### src/rtl/rot_pkg.sv
// ---------------------------------------------------------------------------
// rot_pkg : shared encodings for the root-of-trust CPU reset controller
// Rev 1.0
// ---------------------------------------------------------------------------
`default_nettype none

package rot_pkg;

  localparam logic [15:0] c_reset_handler_def = 16'hfffe;

  localparam int          c_state_w   = 2;
  localparam logic [1:0]  c_st_idle     = 2'd0;
  localparam logic [1:0]  c_st_stretch  = 2'd1;
  localparam logic [1:0]  c_st_wait_vec = 2'd2;

  localparam int c_cause_w    = 3;
  localparam int c_cause_atom = 0;
  localparam int c_cause_excl = 1;
  localparam int c_cause_tmo  = 2;

  localparam int c_count_w = 8;

  function automatic logic [c_count_w-1:0] sat_inc(input logic [c_count_w-1:0] v);
    return (v == {c_count_w{1'b1}}) ? v : v + 1'b1;
  endfunction

endpackage

`default_nettype wire

### src/rtl/rot_down_counter.sv
// ---------------------------------------------------------------------------
// rot_down_counter : loadable down counter with zero flag, stops at zero
// Rev 1.0
// ---------------------------------------------------------------------------
`default_nettype none

module rot_down_counter #(
  parameter int               WIDTH     = 8,
  parameter logic [WIDTH-1:0] RESET_VAL = '0
) (
  input  logic             clk,
  input  logic             rst_n,
  input  logic             load,
  input  logic [WIDTH-1:0] load_val,
  input  logic             dec,
  output logic             zero
);

  logic [WIDTH-1:0] r_count;

  always_ff @(posedge clk or negedge rst_n) begin
    if (!rst_n) begin
      r_count <= RESET_VAL;
    end else if (load) begin
      r_count <= load_val;
    end else if (dec && (r_count != '0)) begin
      r_count <= r_count - 1'b1;
    end
  end

  assign zero = (r_count == '0);

endmodule

`default_nettype wire

### src/rtl/rot_reset_ctrl.sv
// ---------------------------------------------------------------------------
// rot_reset_ctrl : stretches CPU reset on security violations and re-resets
// if the CPU never fetches its reset vector. Optional macro ROT_VIOL_LOG_EN.
// Rev 1.0
// ---------------------------------------------------------------------------
`default_nettype none

module rot_reset_ctrl
  import rot_pkg::*;
#(
  parameter logic [15:0] RESET_HANDLER  = c_reset_handler_def,
  parameter int          STRETCH_CYCLES = 8,
  parameter int          WAIT_TIMEOUT   = 64
) (
  input  logic                 clk,
  input  logic                 rst_n,
  input  logic [15:0]          pc,
  input  logic [1:0]           viol_in,
  input  logic                 cause_clr,
  output logic                 cpu_reset,
  output logic                 busy,
  output logic [c_cause_w-1:0] viol_cause,
  output logic [c_count_w-1:0] viol_count,
  output logic [15:0]          viol_pc
);

  localparam logic [7:0] c_stretch_load = 8'(STRETCH_CYCLES - 1);
  localparam logic [7:0] c_wait_load    = 8'(WAIT_TIMEOUT - 1);

  logic [c_state_w-1:0] r_state;
  logic [c_state_w-1:0] w_next_state;
  logic                 r_cpu_reset;
  logic [c_cause_w-1:0] r_cause;
  logic [c_count_w-1:0] r_count;

  logic                 w_cnt_load;
  logic [7:0]           w_cnt_load_val;
  logic                 w_cnt_dec;
  logic                 w_cnt_zero;
  logic                 w_episode_start;
  logic                 w_timeout;
  logic [c_cause_w-1:0] w_viol_bits;

  // One counter suffices: stretch and vector-wait timing never overlap.
  rot_down_counter #(
    .WIDTH     (8),
    .RESET_VAL (c_stretch_load)
  ) u_counter (
    .clk      (clk),
    .rst_n    (rst_n),
    .load     (w_cnt_load),
    .load_val (w_cnt_load_val),
    .dec      (w_cnt_dec),
    .zero     (w_cnt_zero)
  );

  always_comb begin
    w_viol_bits               = '0;
    w_viol_bits[c_cause_atom] = viol_in[0];
    w_viol_bits[c_cause_excl] = viol_in[1];
  end

  always_ff @(posedge clk or negedge rst_n) begin
    if (!rst_n) begin
      r_state     <= c_st_stretch;
      r_cpu_reset <= 1'b1;
    end else begin
      r_state     <= w_next_state;
      r_cpu_reset <= (w_next_state == c_st_stretch);
    end
  end

  always_comb begin
    w_next_state    = r_state;
    w_cnt_load      = 1'b0;
    w_cnt_load_val  = c_stretch_load;
    w_cnt_dec       = 1'b0;
    w_episode_start = 1'b0;
    w_timeout       = 1'b0;
    case (r_state)
      c_st_idle: begin
        if (|viol_in) begin
          w_next_state    = c_st_stretch;
          w_cnt_load      = 1'b1;
          w_episode_start = 1'b1;
        end
      end
      c_st_stretch: begin
        if (w_cnt_zero) begin
          w_next_state   = c_st_wait_vec;
          w_cnt_load     = 1'b1;
          w_cnt_load_val = c_wait_load;
        end else begin
          w_cnt_dec = 1'b1;
        end
      end
      c_st_wait_vec: begin
        // A vector fetch on the expiry cycle still counts as success.
        if (pc == RESET_HANDLER) begin
          w_next_state = c_st_idle;
        end else if (w_cnt_zero) begin
          w_next_state = c_st_stretch;
          w_cnt_load   = 1'b1;
          w_timeout    = 1'b1;
        end else begin
          w_cnt_dec = 1'b1;
        end
      end
      default: begin
        w_next_state = c_st_stretch;
        w_cnt_load   = 1'b1;
      end
    endcase
  end

  always_comb begin
    cpu_reset  = r_cpu_reset;
    busy       = (r_state != c_st_idle);
    viol_cause = r_cause;
    viol_count = r_count;
  end

  always_ff @(posedge clk or negedge rst_n) begin
    if (!rst_n) begin
      r_cause <= '0;
    end else begin
      case (r_state)
        c_st_idle: begin
          if (w_episode_start) begin
            r_cause <= cause_clr ? w_viol_bits : (r_cause | w_viol_bits);
          end else if (cause_clr) begin
            r_cause <= '0;
          end
        end
        c_st_stretch: r_cause <= r_cause | w_viol_bits;
        default: begin
          if (w_timeout) begin
            r_cause[c_cause_tmo] <= 1'b1;
          end
        end
      endcase
    end
  end

  always_ff @(posedge clk or negedge rst_n) begin
    if (!rst_n) begin
      r_count <= '0;
    end else if (w_episode_start || w_timeout) begin
      r_count <= sat_inc(r_count);
    end
  end

`ifdef ROT_VIOL_LOG_EN
  logic [15:0] r_viol_pc;

  always_ff @(posedge clk or negedge rst_n) begin
    if (!rst_n) begin
      r_viol_pc <= '0;
    end else if (w_episode_start) begin
      r_viol_pc <= pc;
    end
  end

  assign viol_pc = r_viol_pc;
`else
  assign viol_pc = 16'h0000;
`endif

endmodule

`default_nettype wire
### config.mk
export PLATFORM = sky130hd
export DESIGN_NAME = rot_reset_ctrl
export DESIGN_NICKNAME = d
export VERILOG_FILES = /design/src/rtl/rot_pkg.sv /design/src/rtl/rot_down_counter.sv /design/src/rtl/rot_reset_ctrl.sv
export SDC_FILE = /design/constraint.sdc
export NUM_CORES = 1
export LEC_CHECK = 0
export ABC_AREA = 1
export CORE_UTILIZATION = 50
export DETAILED_ROUTE_END_ITERATION = 10
export PLACE_DENSITY = 0.95
export REMOVE_ABC_BUFFERS = 1
export SLEW_MARGIN = 20
export SYNTH_ARGS = -nofsm -noshare
export SYNTH_HDL_FRONTEND = slang
export SYNTH_SLANG_ARGS = --single-unit
### constraint.sdc
create_clock -name clk -period 3 [get_ports clk]
set_input_delay 0.6 -clock clk [delete_from_list [all_inputs] [get_ports clk]]
set_output_delay 0.6 -clock clk [all_outputs]
set_load 0.02 [all_outputs]
# After elaboration in Yosys (flattened, before gate mapping)
# Cells that the tools add are included.
[classes]
n_addsub = 2
bitwise_logic = 2
mux = 24
n_eq_ne = 6
reduce_logical = 13
[op_table]
columns = ["cell", "count"]
rows = [
  ["$eq A16 B16 Y1 const B", 1],
  ["$mux W8", 2],
  ["$mux W6", 2],
  ["$mux W3", 3],
  ["$add A8 B1 Y8 const B", 1],
  ["$eq A8 B8 Y1 const B", 1],
  ["$logic_not A8 Y1", 1],
  ["$mux W1", 8],
  ["$mux W2", 4],
  ["$reduce_bool A8 Y1", 1],
  ["$sub A8 B1 Y8 const B", 1],
  ["$pmux W2 S3", 1],
  ["$reduce_and A2 Y1", 3],
  ["$reduce_bool A2 Y1", 3],
  ["$eq A2 B1 Y1 const B", 2],
  ["$pmux W1 S2", 2],
  ["$pmux W2 S2", 1],
  ["$ne A3 B3 Y1 const B", 1],
  ["$or A3 B2 Y3", 1],
  ["$pmux W1 S3", 1],
  ["$reduce_bool A3 Y1", 1],
  ["$eq A2 B2 Y1 const B", 1],
  ["$logic_not A2 Y1", 1],
  ["$reduce_or A2 Y1", 1],
  ["3 further kinds", 3],
]
[word_totals]
word_cells = 53
ff_bits = 22

# Depth between registers and ports, before layout
[depth]
word_depth = 7
mapped_depth = 12

# Hierarchy
# Synthesis repeated with hierarchy kept, for this count alone.
[unflattened]
cells_unflattened = 246
hier_area_um2 = 1706.6
[modules_own_cells]
columns = ["module", "instances", "area_per_inst_um2", "seq_area_each_um2", "cells_per_inst"]
rows = [
  ["rot_reset_ctrl", 1, 1106.1, 352.8, 153],
  ["rot_down_counter", 1, 600.6, 203.9, 93],
]

# Worst setup path after synthesis
# No wires, ideal clock.
[synth_timing]
kind = "reg-to-reg"
from = "reg u_counter.r_count[0]"
to = "reg u_counter.r_count[2]"
path_stages_with_launch = 12
required_ps = 2925
n_path_buf = 1
setup_slack_ps = 1342
synth_period_minus_slack_ps = 1658
t_arrival_ps = 1583
path_cell_list = "dfstp_2 -> inv_1 -> ha_1 -> nand3_4 -> nor2_8 -> a21oi_4 -> inv_2 -> nor2_4 -> buf_6 -> nand2_1 -> nand2_1 -> nand2_1"
[synth_between]
elab_chain_len = 6
[synth_lines]
columns = ["element", "line", "source"]
rows = [
  ["from (decl)", "rot_down_counter.sv:19", "logic [WIDTH-1:0] r_count;"],
  ["from (signal assigned)", "rot_down_counter.sv:25", "r_count <= load_val;"],
  ["from (signal assigned)", "rot_down_counter.sv:27", "r_count <= r_count - 1'b1;"],
  ["parallel branches: the longest is 6 deep, another holds $sub A8 B1 Y8", "--", ""],
]
# Parallel ways; which one is timed is not known. The select of a mux whose other input is x is not followed.
# A chain may end at the register's enable or synchronous reset.

# Worst setup path in the final report
[layout_timing]
from = "reg r_state[0]"
to = "out busy"
[layout_between]
elab_chain_len = 1
[layout_lines]
columns = ["element", "line", "source"]
rows = [
  ["from (decl)", "rot_reset_ctrl.sv:30", "logic [c_state_w-1:0] r_state;"],
  ["from (signal assigned)", "rot_reset_ctrl.sv:65", "r_state <= c_st_stretch;"],
  ["from (signal assigned)", "rot_reset_ctrl.sv:68", "r_state <= w_next_state;"],
  ["$reduce_bool A2 Y1", "rot_reset_ctrl.sv:118", "busy = (r_state != c_st_idle);"],
  ["to (decl)", "rot_reset_ctrl.sv:21", "output logic busy,"],
]
# Every way passes these cells.

==> flow_summary.ini <==
[place]
hpwlAfterDp_um = 2500
routabilityCongestion = 0.794
pre_cts_ws_ns = 0.759
portBuffers = 33

[die]
die_x_um = 58.9
start_util_pct = 53.0
core_area_mm2 = 0.00305
dieArea_mm2 = 0.00347
rows = 20
io_pins = 50
die_h_um = 58.9

[timing]
max_freq_mhz = 390
slew_headroom_pct = 36.1
finalSetupViolations = 0
post-route-period-util_pct = 85.4
worst_slew_pin_slew_ns = 0.955
fin_worst_skew_ns = 0.0180
drv_slew = 0
fin_setup_tns_ns = 0
period_needed_ns = 2.56
fin_ws_ns = 0.439
rsz0062_at_grt = false
finalHoldViolCount = 0

[critical_path]
crit_buf_inv = 3
worstPathRequired_ns = 2.40
worst-path-stages = 4
startpoint = r_state[0]
rrSetupSlack_ns = 1.07
slowest_stage = clkdlybuf4s50_1
crit_path_max_fanout = 5
worstPathCellList = inv_1, ha_1, inv_1, clkdlybuf4s50_1
cp-endpoint = busy
critPathMaxStageDelay_ns = 0.63
cp-start-kind = register
cp.arrival_ns = 1.96
reg2reg_depth = 10
reg2reg_from = u_counter.r_count[0]
cp_top_family = buffers and inverters
criticalPathCategory = reg -> out
worst_path_most_repeated_cell = inv_1
reg2reg_to = u_counter.r_count[4]
cp-end-kind = primary output

[yosys]
ys_ff_latch = 22
synth_area_mm2 = 0.00162
syn_inst = 208
syn_area_per_cell_um2 = 7.78
synth_top_flop_cell = dfrtp_1
yosys_warnings = 0
async_reset_ff_share_pct = 100
ys_seq_area_share_pct = 34.4
synth-edff-count = 0
synth_cell_types = 28

[routing]
vias = 1371
wl_per_cell_um = 11.1
route.detailed.drc = 0
viasPerCell = 4.78
wl_um = 3170
dr.pass1.iters = 4
drt-initial-drc-count = 67
postRouteAntennaNets = 0

[cts]
numCtsBuffers = 3
cts_resized = 0
cts.sinks = 22
clk_pin_slew_worst_paths_ns = 0.11
cts_tree = done
cts_root_buf = clkbuf_4
clock_latency_ns = 0.32
hold_buffers = 0
cts-htree-levels = 1
cts_setup_buffers = 0
clock_path_buffers = 2

[pwr]
p_leak_nw = 1.01
vdd_drop_max_mv = 0.462
p_clk_share_pct = 14.8
internal_power_mw = 0.860
seq_power_share_pct = 31.7
switching_power_mw = 0.702
power_density_mw_per_mm2 = 790
comb_power_share_pct = 53.6
swShare_pct = 44.9

[layout]
synthToLayoutAreaGrowth_pct = 22.2
nets = 271
diodes = 0
layout-drive-gt1-share_pct = 13.6
final_util_pct = 64.8

[run]
max-cap-violations = 0

[grt]
grt_pass1_vias = 1249
track_usage_pct = 21.0
grt_max_degree = 22
antenna_found_initial = 0
overflow = 0
grt_pass1_wl_um = 5490

[min_path]
holdCritPathClass = reg -> reg

[outcome]
run_status = finished, final reports clean
-- cells in the mapped netlist, types with 4 or more instances --
cell	number	area [µm²]
nand2_1	54	203
inv_1	29	109
nand3_1	19	95.1
dfrtp_1	17	425
buf_4	16	120
xor2_1	9	78.8
nor2_1	7	26.3
ha_1	6	75.1
dfstp_2	5	131
inv_2	5	18.8
nand2_2	5	31.3
nand4_1	5	31.3
nor3_1	4	20.0
-- worst min-delay path: cells and delay by family (launching register included) --
kind / cells / cell delay [ns]
AND/OR/NAND/NOR: 2 / 0.11
flip-flops: 1 / 0.40
-- layout make-up --
| cell class | instances | area (µm²) |
|---|---|---|
| inverter | 34 | 128 |
| fill | 250 | 1080 |
| clock inverter | 1 | 30.0 |
| sequential | 22 | 557 |
| tap | 44 | 55.1 |
| timing repair buffer | 34 | 338 |
| multi-input combinational | 149 | 847 |
| clock buffer | 3 | 22.5 |
-- routing by layer --
layer,vias to the layer above,GRT usage [%],part of all wire [%]
met4,0,5.78,1.5
met5,-,0,0
met3,6,5.71,6.3
met1,628,26.1,42
li1,685,-,-
met2,52,35.7,50
-- layout by cell type (no fill, tap or decap) --
master,n
nand2_1,54
clkdlybuf4s50_1,33
inv_1,29
nand3_1,19
dfrtp_1,17
conb_1,16
xor2_1,9
nor2_1,7
ha_1,6
inv_2,5
nand2_2,5
nand4_1,5
dfstp_2,5
nor3_1,4
a21oi_1,3
o22ai_1,3
xnor2_1,3
o21ai_2,3
clkbuf_4,3
nand3_4,2
o21ai_0,2
nand3_2,2
nor2_2,1
nor2_8,1
nand2_4,1
nor3_2,1
a21oi_4,1
nor2_4,1
bufinv_16,1
buf_4,1
-- power groups by stage --
stage	registers, mW	clock network [mW]	logic [mW]
final	0.495	0.230	0.836
after floorplan	0.541	0	0.525
after CTS	0.494	0.236	0.836
after detailed placement	0.500	0	0.827
after global routing	0.508	0.246	0.928
after global placement	0.494	0	0.789
-- kinds of logic after synthesis --
family                   count (synthesis)  synth area share, %
AND/OR/NAND/NOR                        103                 32.2
buffers and inverters                   52                 16.7
flip-flops                              22                 34.4
AO/OA/AOI/OAI                           12                 5.34
XOR/XNOR                                12                 6.50
adder cells (fa/ha/maj)                  6                 4.64
other                                    1                0.232
-- flip-flops by register name, summed over array words and instances (netlist names) --
register / cells
r_state: 2
u_counter.r_count: 8
viol_cause: 3
cpu_reset: 1
viol_count: 8
-- per-stage QoR --
| step | std cells | hold WS, ns | power, mW | instance area [µm²] |
|---|---|---|---|---|
| after global routing | 287 | 0.530 | 1.68 | 1980 |
| after global placement | 283 | 0.478 | 1.28 | 1920 |
| after detailed placement | 283 | 0.482 | 1.33 | 1920 |
| after floorplan | 205 | 0.304 | 1.07 | 1530 |
| after CTS | 287 | 0.501 | 1.57 | 1980 |
| final | 287 | 0.494 | 1.56 | 1980 |
-- worst min path at each step --
stage / start / endpoint / slack [ns] / cells past startpoint
2_1_floorplan: rst_n / r_state[1] / 0.30 / 0
3_3_place_gp: u_counter.r_count[2] / u_counter.r_count[2] / 0.48 / 2
4_1_cts: u_counter.r_count[2] / u_counter.r_count[2] / 0.50 / 2
3_5_place_dp: u_counter.r_count[2] / u_counter.r_count[2] / 0.48 / 2
6_report: u_counter.r_count[2] / u_counter.r_count[2] / 0.49 / 2
5_1_grt: u_counter.r_count[2] / u_counter.r_count[2] / 0.53 / 2
Power figures use the tool's default switching activity.
